`config.mk`:
```
export PLATFORM = sky130hd
export DESIGN_NAME = dram_port_arbiter
export DESIGN_NICKNAME = d
export VERILOG_FILES = /design/src/rtl/dram_port_arbiter.sv
export SDC_FILE = /design/constraint.sdc
export NUM_CORES = 1
export LEC_CHECK = 0
export CORE_AREA = 2 2 95 97
export CTS_BUF_LIST = sky130_fd_sc_hd__clkbuf_16
export CTS_CLUSTER_SIZE = 8
export DETAILED_ROUTE_END_ITERATION = 10
export DIE_AREA = 0 0 97 99
export PLACE_DENSITY = 0.88
export RECOVER_POWER = 100
export SETUP_SLACK_MARGIN = 0.02
export SYNTH_ARGS = -nofsm -noshare
export SYNTH_HDL_FRONTEND = slang
export SYNTH_SLANG_ARGS = --single-unit
export TNS_END_PERCENT = 5
```
`constraint.sdc`:
```
create_clock -name clk -period 1.8 [get_ports clk]
set_input_delay 0.54 -clock clk [delete_from_list [all_inputs] [get_ports clk]]
set_output_delay 0.54 -clock clk [all_outputs]
set_load 0.01 [all_outputs]
```
`src/rtl/dram_port_arbiter.sv`:
```
// Two-port round-robin arbiter and single-transaction sequencer in front of the
// tms4464 DRAM controller; aborts and flags a controller that stalls too long.
module dram_port_arbiter #(
    parameter int unsigned TIMEOUT = 1023
) (
    input  logic        clk,
    input  logic        rst_n,
    input  logic        req0,
    input  logic        req1,
    input  logic        we0,
    input  logic        we1,
    input  logic [23:0] addr0,
    input  logic [23:0] addr1,
    input  logic [7:0]  wdata0,
    input  logic [7:0]  wdata1,
    output logic        gnt0,
    output logic        gnt1,
    output logic        done0,
    output logic        done1,
    output logic [7:0]  rdata0,
    output logic [7:0]  rdata1,
    output logic        mem_ena,
    output logic        mem_write,
    output logic [23:0] mem_addr,
    output logic [7:0]  mem_wdata,
    input  logic        mem_ack,
    input  logic        mem_busy,
    input  logic [7:0]  mem_rdata,
    output logic        timeout
);

    localparam int unsigned ADDR_W = 24;
    localparam int unsigned DATA_W = 8;
    localparam int unsigned CNT_W  = (TIMEOUT > 1) ? $clog2(TIMEOUT + 1) : 1;

    typedef enum logic [1:0] {
        S_IDLE  = 2'd0,
        S_ISSUE = 2'd1,
        S_WAIT  = 2'd2
    } state_t;

    typedef struct packed {
        logic              we;
        logic [ADDR_W-1:0] addr;
        logic [DATA_W-1:0] wdata;
    } mem_cmd_t;

    state_t            state_q, state_d;
    logic              last_q, last_d;
    logic              sel_q, sel_d;
    mem_cmd_t          cmd_q, cmd_d;
    logic [CNT_W-1:0]  cnt_q, cnt_d;
    logic              ena_d, timeout_d;
    logic              gnt0_d, gnt1_d, done0_d, done1_d;
    logic [DATA_W-1:0] rdata0_d, rdata1_d;
    logic              pick;
    logic              fin;

    // Captured command stays on the controller bus from grant to the next grant.
    assign mem_write = cmd_q.we;
    assign mem_addr  = cmd_q.addr;
    assign mem_wdata = cmd_q.wdata;

    always_ff @(posedge clk or negedge rst_n) begin
        if (!rst_n) begin
            state_q <= S_IDLE;
            last_q  <= 1'b1;
            sel_q   <= 1'b0;
            cmd_q   <= '0;
            cnt_q   <= '0;
            mem_ena <= 1'b0;
            timeout <= 1'b0;
            gnt0    <= 1'b0;
            gnt1    <= 1'b0;
            done0   <= 1'b0;
            done1   <= 1'b0;
            rdata0  <= '0;
            rdata1  <= '0;
        end else begin
            state_q <= state_d;
            last_q  <= last_d;
            sel_q   <= sel_d;
            cmd_q   <= cmd_d;
            cnt_q   <= cnt_d;
            mem_ena <= ena_d;
            timeout <= timeout_d;
            gnt0    <= gnt0_d;
            gnt1    <= gnt1_d;
            done0   <= done0_d;
            done1   <= done1_d;
            rdata0  <= rdata0_d;
            rdata1  <= rdata1_d;
        end
    end

    always_comb begin
        state_d   = state_q;
        last_d    = last_q;
        sel_d     = sel_q;
        cmd_d     = cmd_q;
        cnt_d     = cnt_q;
        ena_d     = mem_ena;
        timeout_d = timeout;
        rdata0_d  = rdata0;
        rdata1_d  = rdata1;
        gnt0_d    = 1'b0;
        gnt1_d    = 1'b0;
        pick      = 1'b0;
        fin       = 1'b0;

        case (state_q)
            S_IDLE: begin
                // Refresh in progress or a completion still showing blocks granting.
                if (!mem_busy && !done0 && !done1 && (req0 || req1)) begin
                    pick    = (req0 && req1) ? ~last_q : req1;
                    sel_d   = pick;
                    cmd_d   = pick ? mem_cmd_t'({we1, addr1, wdata1})
                                   : mem_cmd_t'({we0, addr0, wdata0});
                    ena_d   = 1'b1;
                    gnt0_d  = ~pick;
                    gnt1_d  = pick;
                    cnt_d   = '0;
                    state_d = S_ISSUE;
                end
            end
            S_ISSUE: begin
                cnt_d = cnt_q + CNT_W'(1);
                if (mem_ack) begin
                    ena_d   = 1'b0;
                    state_d = S_WAIT;
                end else if (cnt_d == CNT_W'(TIMEOUT)) begin
                    ena_d     = 1'b0;
                    timeout_d = 1'b1;
                    fin       = 1'b1;
                    state_d   = S_IDLE;
                end
            end
            S_WAIT: begin
                cnt_d = cnt_q + CNT_W'(1);
                if (!mem_busy) begin
                    if (!cmd_q.we) begin
                        if (sel_q) rdata1_d = mem_rdata;
                        else       rdata0_d = mem_rdata;
                    end
                    last_d  = sel_q;
                    fin     = 1'b1;
                    state_d = S_IDLE;
                end else if (cnt_d == CNT_W'(TIMEOUT)) begin
                    timeout_d = 1'b1;
                    fin       = 1'b1;
                    state_d   = S_IDLE;
                end
            end
            default: begin
                ena_d   = 1'b0;
                state_d = S_IDLE;
            end
        endcase

        done0_d = fin & ~sel_q;
        done1_d = fin & sel_q;
    end

endmodule

```
==> out/results.txt <==
Outcome - complete, but fails checks
Failing checks - negative setup slack
CP Capture Type - flip-flop
Ys Warns - 0
Chip width - 97 µm
Prevailing post-synth register cell - dfrtp_1
Synthesized area per cell - 10.9 µm²
Setup CP Type - reg2reg
Congestion Overflow GR - 0
Die height - 99 µm
Worst Path Arrival - 2.12 ns
Skew final - 0.00679 ns
Placed cell area - 5010 µm²
Peak fanout along the critical path - 4
Achievable clock frequency - 0.536 GHz
Slew Limit Fails - 0
R2r worst-path depth - 5
Vias in the first global route - 3,098
Root Buffer - clkbuf_16
First-pass GRT wire length - 14.4 mm
Slew headroom - 0.395
Final std cell area, no fill - 5360 µm²
Max-Cap Viols - 0
Port Buf Inserts - 134
Total track usage - 0.187
Area of the die - 9600 µm²
Final Hold Viols - 0
DRT Wirelength - 8.93 mm
1st-iter DRT viols - 170
# nets final - 553
DR vias/cell - 5.02
CTS tree - done
Detailed-route via count - 2,914
DP Worst Slack - -0.569 ns
Initial Utilization - 0.386
Pwr Total - 7550 µW
Hold crit path type - in2async
Post-synth top area cell - dfrtp_1
Sequential power share - 0.338
TritonCTS Buffers - 9
Routability cong. - 0.913
Initial DRT Pass Iterations - 4
Number of flops mapped to enable cells by yosys - 0
H-tree depth - 3
Hold slack final - 0.468 ns
Synth cell count leaders - dfrtp_1 (68), nand2_1 (44), o21ai_0 (44), mux2i_1 (34), mux2_2 (17)
Synth Cell Area - 3300 µm²
#FFs+latches synth - 69
Synth async-reset ratio - 1.00
Power per Cell Area - 1410 nW/µm²
Avg WL per Cell - 15.4 µm
Sequential element share of the synthesized area - 0.524
# rows - 34
Largest net degree at the start of global routing - 70
Syn_nets - 389
Sink Count - 69
Unique masters post-synth - 48
Clock Power Share - 0.262
Setup violations, final - 21
Mapped Cells - 303
Leak - 0.00247 µW
Layout cells sized above 1 - 0.191
Initial antenna violation count - 0
HPWL after DPL - 6.66 mm
Gate power share - 0.401
Area delta synth->final - 62.5%
Sw Ratio - 0.326
Final Util - 0.627
Worst VDD drop - 771 µV
Synth top area cells - dfrtp_1 (52%), mux2i_1 (10%), o21ai_0 (6.7%), mux2_2 (5.8%), nand2_1 (5.0%)
# diodes - 0
Req. time, crit path - 2.06 ns
Post-synth top area share - 0.516
Core footprint - 8550 µm²
Internal power - 5080 µW
Final period util - 1.04
CTS Hold Bufs - 0
Sw Pwr - 2460 µW
CTS Buffer Depth - 2
Slew @ Worst Pin - 0.907 ns
Setup ws final - -0.0668 ns
Clock-pin slew on the worst setup and hold paths - 0.06 ns
Unrepaired setup endpoints after global routing - true
Final Critical Period - 1.87 ns
Most frequent cell after synthesis - dfrtp_1
Worst-skew pair later-pin latency - 0.32 ns
CP Launch Type - flip-flop
I/O Pins - 135
Post-route ant nets - 0
DR DRC count - 0
placed cells by master (no fill, tap or decap), types with 2 or more instances in the layout:
cell and n:
clkbuf_4 2, buf_6 2, dlygate4sd2_1 21, a21o_1 5, bufinv_16 3, or2_2 2, nor2b_1 3, and3_1 2
ha_1 5, mux2i_1 34, dfrtp_1 67, buf_4 27, nor2_1 6, nor3_2 2, nand3_1 2, a21oi_1 2
nor3_1 4, a31oi_1 3, nand4_1 3, nand2_1 43, inv_1 7, o21ai_0 40, o21ai_1 4, clkdlybuf4s25_1 25
clkdlybuf4s50_1 85, nand2b_1 2, o22a_1 2, clkbuf_16 9, xnor2_1 2, mux2_2 17, nor3b_2 3
area by class of cell:
type	count	area [µm²]
tap	108	135
sequential	69	1730
clock inverter	7	114
multi-input combinational	213	1560
fill	697	3190
timing repair buffer	167	1570
clock buffer	9	225
inverter	7	26.3
flip-flops by register name (all words and copies together), names as in the netlist, 2 cells and up:
| register | count |
|---|---|
| cnt_q | 10 |
| mem_addr | 24 |
| mem_wdata | 8 |
| rdata0 | 8 |
| rdata1 | 8 |
| state_q | 2 |
per-layer routing:
layer / wire length [µm] / part of all wire / GRT usage / vias to the layer above
met5: 0 / 0 / 0 / -
met4: 167 / 0.019 / 0.0834 / 0
met3: 402 / 0.045 / 0.0426 / 13
met2: 4790 / 0.54 / 0.335 / 77
met1: 3570 / 0.40 / 0.214 / 1413
li1: - / - / - / 1411
worst paths after layout:
check	slack, ns	start	endpoint
worst max-delay path	-0.07	cnt_q[1]	timeout
worst min-delay path	0.47	rst_n	rdata0[7]
worst max register to register	-0.07	cnt_q[1]	timeout
worst min register to register	0.47	timeout	timeout
max in group asynchronous	0.70	rst_n	mem_write
min in group clk	0.47	timeout	timeout
worst max-delay path, cell delays in order (launching register included):
cell and delay [ns]:
dfrtp_1 0.42, nand4_2 0.14, or4_4 0.51, a221oi_4 0.35
and2_4 0.23, a41o_1 0.16
cell families (layout without fill, tap and decap cells):
group | count (synthesis) | count (layout) | synth area share
flops | 69 | 69 | 0.524
mux | 51 | 51 | 0.161
compound gates | 70 | 70 | 0.131
simple gates | 84 | 84 | 0.130
buf+inv | 21 | 190 | 0.0262
xor+xnor | 2 | 2 | 0.00531
fa+ha+maj | 6 | 6 | 0.0228
stage by stage:
step	instances	TNS, ns
after floorplan	303	-0.219
after global placement	563	-21.47
after detailed placement	563	-23.93
after CTS	580	-0.146
after global routing	580	-3.65
final	580	-0.390
repair_timing:
action | 4_1_cts | 5_1_grt
pin swaps | 3 | 1
gates resized for setup | 28 | 37
endpoints found under the hold margin | 0 | 0
gates cloned | 0 | 0
buffers inserted | 1 | 0
setup endpoints to repair | 73 | 80
power by group through the flow:
stage / Clock (µW) / Sequential [µW] / Combinational [µW]
detailed placement: 0 / 2560 / 3240
finish: 1970 / 2550 / 3020
global placement: 0 / 2530 / 3120
global route: 2100 / 2630 / 3290
floorplan: 0 / 2770 / 1150
CTS: 2030 / 2550 / 3150
Note: power is estimated with default switching activity, not from simulation.
